$ cat config.mk
export PLATFORM = sky130hd
export DESIGN_NAME = store_trace_buffer
export DESIGN_NICKNAME = d
export VERILOG_FILES = /design/src/rtl/store_trace_buffer.sv
export SDC_FILE = /design/constraint.sdc
export NUM_CORES = 1
export LEC_CHECK = 0
export CORE_UTILIZATION = 38
export DETAILED_ROUTE_END_ITERATION = 8
export PLACE_DENSITY = 0.59
export SLEW_MARGIN = 40
export SYNTH_ARGS = -nofsm -noshare
export SYNTH_HDL_FRONTEND = slang
export SYNTH_SLANG_ARGS = --single-unit
$ cat constraint.sdc
create_clock -name clk -period 7 [get_ports clk]
set_clock_uncertainty 0.2 [all_clocks]
set_input_delay 1.4 -clock clk [delete_from_list [all_inputs] [get_ports clk]]
set_output_delay 1.4 -clock clk [all_outputs]
set_load 0.02 [all_outputs]
$ cat src/rtl/store_trace_buffer.sv
// Store trace buffer: captures core data-memory stores into a show-ahead FIFO for a trace sink.
// Optional capture timestamps are enabled with STORE_TRACE_TIMESTAMP_EN.
module store_trace_buffer #(
   parameter int unsigned DEPTH     = 8,
   parameter logic [31:0] DONE_ADR  = 32'd100,
   parameter logic [31:0] DONE_DATA = 32'd25
) (
   input  logic                     clk,
   input  logic                     reset,
   input  logic                     mem_write,
   input  logic [31:0]              data_adr,
   input  logic [31:0]              write_data,
   output logic                     trace_valid,
   input  logic                     trace_ready,
   output logic [31:0]              trace_adr,
   output logic [31:0]              trace_data,
`ifdef STORE_TRACE_TIMESTAMP_EN
   output logic [15:0]              trace_ts,
`endif
   output logic [$clog2(DEPTH):0]   count,
   output logic                     overflow,
   output logic [7:0]               drop_cnt,
   output logic                     done
);

   localparam int unsigned AW   = $clog2(DEPTH);
   localparam logic [AW:0] FULL = (AW+1)'(DEPTH);
   localparam logic [AW:0] ONE  = (AW+1)'(1);

   logic [31:0]   adr_mem  [DEPTH];
   logic [31:0]   data_mem [DEPTH];
   logic [AW-1:0] wr_ptr, rd_ptr, rd_next;
   logic          full, pop, push, drop;
   logic          load_mem, load_in;

`ifdef STORE_TRACE_TIMESTAMP_EN
   logic [15:0]   ts_mem [DEPTH];
   logic [15:0]   ts_cnt;
`endif

   assign full        = (count == FULL);
   assign trace_valid = (count != '0);
   assign pop         = trace_valid & trace_ready;
   assign push        = mem_write & (~full | pop);
   assign drop        = mem_write & full & ~pop;
   assign rd_next     = rd_ptr + AW'(1);

   // Head registers reload from RAM when another entry remains, or straight from the bus
   // when the incoming store becomes the new head (empty FIFO, or last entry popped).
   always_comb begin
      load_mem = 1'b0;
      load_in  = 1'b0;
      if (pop && (count > ONE)) begin
         load_mem = 1'b1;
      end else if (push && ((count == '0) || (pop && (count == ONE)))) begin
         load_in = 1'b1;
      end
   end

   always_ff @(posedge clk) begin
      if (push) begin
         adr_mem[wr_ptr]  <= data_adr;
         data_mem[wr_ptr] <= write_data;
`ifdef STORE_TRACE_TIMESTAMP_EN
         ts_mem[wr_ptr]   <= ts_cnt;
`endif
      end
   end

   always_ff @(posedge clk or negedge reset) begin
      if (!reset) begin
         wr_ptr     <= '0;
         rd_ptr     <= '0;
         count      <= '0;
         trace_adr  <= '0;
         trace_data <= '0;
      end else begin
         if (push) wr_ptr <= wr_ptr + AW'(1);
         if (pop)  rd_ptr <= rd_next;
         if (push && !pop)      count <= count + ONE;
         else if (pop && !push) count <= count - ONE;
         if (load_mem) begin
            trace_adr  <= adr_mem[rd_next];
            trace_data <= data_mem[rd_next];
         end else if (load_in) begin
            trace_adr  <= data_adr;
            trace_data <= write_data;
         end
      end
   end

`ifdef STORE_TRACE_TIMESTAMP_EN
   always_ff @(posedge clk or negedge reset) begin
      if (!reset) begin
         ts_cnt   <= '0;
         trace_ts <= '0;
      end else begin
         ts_cnt <= ts_cnt + 16'd1;
         if (load_mem)     trace_ts <= ts_mem[rd_next];
         else if (load_in) trace_ts <= ts_cnt;
      end
   end
`endif

   always_ff @(posedge clk or negedge reset) begin
      if (!reset) begin
         overflow <= 1'b0;
         drop_cnt <= '0;
         done     <= 1'b0;
      end else begin
         if (drop) begin
            overflow <= 1'b1;
            if (drop_cnt != 8'hff) drop_cnt <= drop_cnt + 8'd1;
         end
         // Completion is flagged even if the store itself is dropped.
         if (mem_write && (data_adr == DONE_ADR) && (write_data == DONE_DATA)) begin
            done <= 1'b1;
         end
      end
   end

endmodule

# Yosys cells after proc, flatten, opt, wreduce, memory -nomap -nowiden
# Memories as Yosys holds them, arrays and structs flattened.
# Index checks and enable logic that the tools add are counted.
# Widths: inputs -> output; s select.
# word_totals
mem_count,2
input_bits,68
ram_bits,512
reg_bits,84
out_inout_bits,79
wordCells,54
# classes
eq_ne,5
n_addsub,5
magnitude_cmp,1
reduce_logical,15
bitwise_logic,7
n_mux,11
# mem_list
name,depth,width,read_ports,rd_clocked_by_memory_dff,write_ports,line_no,source
adr_mem,8,32,1,0,1,30,logic [31:0] adr_mem [DEPTH];
data_mem,8,32,1,0,1,31,logic [31:0] data_mem [DEPTH];
# ops
cell,count
$mux 32,4
$eq 32x5->1 const B,1
$eq 32x7->1 const B,1
$add 8x1->8 const B,1
$mux 4,2
$ne 8x8->1 const B,1
$logic_and 1x1->1,7
$add 3x1->3 const B,2
$mux 1,5
$add 4x1->4 const B,1
$and 1x1->1,4
$eq 4x1->1 const B,1
$eq 4x4->1 const B,1
$gt 4x1->1 const B,1
$logic_not 4->1,1
$reduce_bool 2->1,2
$reduce_bool 4->1,1
$sub 4x1->4 const B,1
$logic_not 1->1,2
$not 1->1,2
$reduce_and 2->1,1
$logic_or 1x1->1,1
$or 1x1->1,1

# Longest topological paths before layout
# depth
depth_word,9
ltp_mapped,9
depth_no_buf,9

# Worst setup path after synthesis
# No wires, ideal clock.
# synth_path
path_type,input -> register
start,in trace_ready
end,"mem adr_mem[0][0], enable pin"
arrival_time_ps,6400
t_required_ps,6235
slack_ps,-165
n_path_buf,0
setup_time_ps,565
stages,3
path_cell_list,and4bb_2 > or3_1 > nor3_1
# synth_between
elab_chain_len,5
# synth_lines
item,line_no,source
"start, declared",14,"input logic trace_ready,"
$and 1x1->1,43,assign pop = trace_valid & trace_ready;
$or 1x1->1,44,assign push = mem_write & (~full | pop);
$and 1x1->1,44,
$mux 1,61,if (push) begin
$mux 1 (not written as such),62,adr_mem[wr_ptr] <= data_adr;
"end, declared",30,
# No other way between the ends.

# Worst setup path after layout
# layout_path
start,reg count[0]
end,out trace_valid
# layout_between
elab_chain_len,1
# layout_lines
item,line_no,source
"start, declared",20,"output logic [$clog2(DEPTH):0] count,"
"start signal, assigned",80,if (push && !pop) count <= count + ONE;
"start signal, assigned",81,else if (pop && !push) count <= count - ONE;
$reduce_bool 4->1,42,assign trace_valid = (count != '0);
"end, declared",13,"output logic trace_valid,"
# No other way between the ends.

==> impl_metrics.env <==
export IMPL_status="finished, final reports clean"
export IMPL_io_buffer_count=146
export IMPL_initial_utilization_pct=38.5
export IMPL_synth_ff_type="edfxtp_1"
export IMPL_fmax_mhz=238
export IMPL_dr_pass1_iters=5
export IMPL_worst_pin_slew_ns=0.824
export IMPL_clkTransAtPathRegs_ns=0.06
export IMPL_detail_route_iter0_violations=1240
export IMPL_netlist_top_cells_count="512 x edfxtp_1, 140 x nand2_1, 131 x nor3_1"
export IMPL_drive_gt1_share_pct=11.4
export IMPL_syn_cell_area_um2=24900
export IMPL_die_height_um=258
export IMPL_place_hpwl_um=33300
export IMPL_routabilityCongestion=0.749
export IMPL_dieArea_um2=66700
export IMPL_finalSetupViolCount=0
export IMPL_critPathMostFrequentCell="inv_1"
export IMPL_cts_setup_buffers=0
export IMPL_internal_power_w=0.00866
export IMPL_antenna_left=0
export IMPL_fin_area_um2=29600
export IMPL_cts_buffer_depth=3
export IMPL_cts_root_buf="clkbuf_16"
export IMPL_reg2reg_setup_slack_ns=3.56
export IMPL_p_leak_nw=9.95
export IMPL_comb_power_share_pct=42.2
export IMPL_hold_viol_final=0
export IMPL_peakVddDrop_uv=578
export IMPL_rr_endpoint="trace_adr[25]"
export IMPL_cts_hold_buf=0
export IMPL_synth_top_area_share_pct=61.7
export IMPL_syn_inst=1734
export IMPL_synthesis_nets=1809
export IMPL_worstHoldPathType="reg -> reg"
export IMPL_crit_slowest_cell="clkdlybuf4s50_1"
export IMPL_p_per_area_nw_per_um2=476
export IMPL_grt_pass1_vias=15048
export IMPL_setup_tns_ns=0
export IMPL_synthArstFlopShare_pct=14.1
export IMPL_slew_headroom_pct=44.3
export IMPL_power_switching_w=0.00542
export IMPL_crit_chain="inv_1 > ha_1 > nor3b_1 > inv_1 > clkdlybuf4s50_1"
export IMPL_synth_cell_types=42
export IMPL_cts_buffers=66
export IMPL_rows=93
export IMPL_swShare_pct=38.5
export IMPL_synth_edf_count=512
export IMPL_power_clock_fraction_pct=23.7
export IMPL_area_delta_synth_final_pct=18.5
export IMPL_routed_wl_um=60900
export IMPL_vias_per_cell=5.42
export IMPL_grt_pass1_wl_um=93700
export IMPL_fillers=5661
export IMPL_hold_depth=1
export IMPL_path_max_fanout=7
export IMPL_slowest_delay_ns=0.58
export IMPL_rsz0062_at_grt="false"
export IMPL_antenna_found_initial=1
export IMPL_crit_type="reg -> out"
export IMPL_p_seq_share_pct=34.2
export IMPL_placedCellCount=2635
export IMPL_cts_resized=0
export IMPL_timing_final_crit_share_pct=60.1
export IMPL_yosysMostFrequentCell="edfxtp_1"
export IMPL_r2r_start="rd_ptr[0]"
export IMPL_instances_no_fill=2757
export IMPL_cp_end_kind="output port"
export IMPL_hp_start="overflow"
export IMPL_drc=0
export IMPL_rr_worst_depth=6
export IMPL_worstPathRequired_ns=5.40
export IMPL_finalNetCount=1926
export IMPL_grt_start_max_net_pins=178
export IMPL_synth_seq_area_share_pct=70.1
export IMPL_synth_area_leaders="edfxtp_1 62%, dfrtp_1 8.4%, mux2i_1 5.2%"
export IMPL_clkSinkCount=596
export IMPL_cap_violations=0
export IMPL_antenna_cells_inserted=0
export IMPL_grt_util_all_layers_pct=18.4
export IMPL_start_kind="register"
export IMPL_io_pins=147
export IMPL_fp_dieW_um=258
export IMPL_core_area_um2=64700
export IMPL_p_total_w=0.0141
export IMPL_synth_top_area_cell="edfxtp_1"
export IMPL_clk_insertion_delay_late_ns=0.60
export IMPL_routedWlPerCell_um=22.1
export IMPL_grt_overflow=0
export IMPL_fin_crit_ns=4.21
export IMPL_placed_area_um2=27400
export IMPL_min_to="overflow"
export IMPL_cts_tree="yes"
export IMPL_synth_area_per_cell_um2=14.4
export IMPL_whs_ns=0.280
export IMPL_cp_arrival_ns=2.61
export IMPL_htreeDepth=3
export IMPL_num_vias=14940
export IMPL_synth_seq_cells=596
export IMPL_synth_warnings=0
export IMPL_maxSlewViolCount=0
registers in the layout (all words and copies together) (netlist names):
signal,cells
data_mem,256
drop_cnt,8
adr_mem,256
overflow,1
rd_ptr,3
done,1
trace_data,32
trace_adr,32
wr_ptr,3
count,4
power by group through the flow:
stage          logic, W  clock network (W)  registers, W
2_1_floorplan   0.00390                  0       0.00505
3_3_place_gp    0.00573                  0       0.00494
3_5_place_dp    0.00594                  0       0.00488
4_1_cts         0.00595            0.00340       0.00482
5_1_grt         0.00645            0.00353       0.00487
6_report        0.00594            0.00333       0.00481
area by class of cell:
type | count | area, µm² | share of cell area (%)
inverter | 5 | 18.8 | 0.0635
timing repair buffer | 183 | 1970 | 6.66
sequential | 596 | 17500 | 59.2
clock inverter | 28 | 226 | 0.766
clock buffer | 91 | 1840 | 6.22
multi-input combinational | 999 | 6950 | 23.5
tap | 855 | 1070 | 3.62
worst max-delay path, delay by kind of cell (launching register included):
kind,cells,cell delay [ns]
simple gates,1,0.49
fa+ha+maj,1,0.23
buf+inv,3,0.84
flops,1,0.47
kinds of logic (layout without fill, tap and decap cells):
group	count (synthesis)	after routing	share of synthesized area, %
flip-flops	596	596	70.1
AND/OR/NAND/NOR	515	515	10.7
AO/OA/AOI/OAI	265	265	7.40
multiplexers	196	196	8.20
buffers and inverters	139	307	2.62
XOR/XNOR	16	16	0.592
adder cells (fa/ha/maj)	7	7	0.351
layer usage:
| metal | vias to the layer above | GRT usage, % | share of wire [%] |
|---|---|---|---|
| li1 | 6923 | - | - |
| met1 | 7557 | 25.8 | 46 |
| met2 | 388 | 29.4 | 47 |
| met3 | 70 | 3.26 | 5.2 |
| met4 | 2 | 5.11 | 1.6 |
| met5 | - | 0 | 0.021 |
cells in the final DEF, fill, tap and decap left out, drive strengths merged, types with 2 or more instances in the layout:
master / n
edfxtp: 512
nand3b: 128
buf: 37
ha: 7
xor2: 9
nor3: 131
nand2: 140
nand4: 6
inv: 11
a21oi: 65
clkdlybuf4s50: 145
dfrtp: 84
bufinv: 2
a31oi: 64
nor4: 12
a211oi: 64
nor2b: 2
mux2: 67
nor2: 80
nand3: 4
clkinv: 19
o21ai: 3
or4: 2
nand2b: 2
nor4b: 3
mux2i: 129
clkbuf: 92
xnor2: 7
o2bb2ai: 64
worst max path at each step:
stage | start | endpoint | cells after the start
6_report | count[0] | trace_valid | 5
5_1_grt | count[0] | trace_valid | 5
4_1_cts | count[0] | trace_valid | 5
3_5_place_dp | trace_ready | data_mem[5][16] | 6
3_3_place_gp | trace_ready | data_mem[3][16] | 6
2_1_floorplan | trace_ready | adr_mem[2][0] | 3
through the flow:
step,setup slack [ns],utilization (%)
2_1_floorplan,1.55,-
3_3_place_gp,2.16,42.1
3_5_place_dp,2.13,42.4
4_1_cts,2.75,45.6
5_1_grt,2.65,45.7
6_report,2.79,45.7
Note: power is estimated with default switching activity, not from simulation.
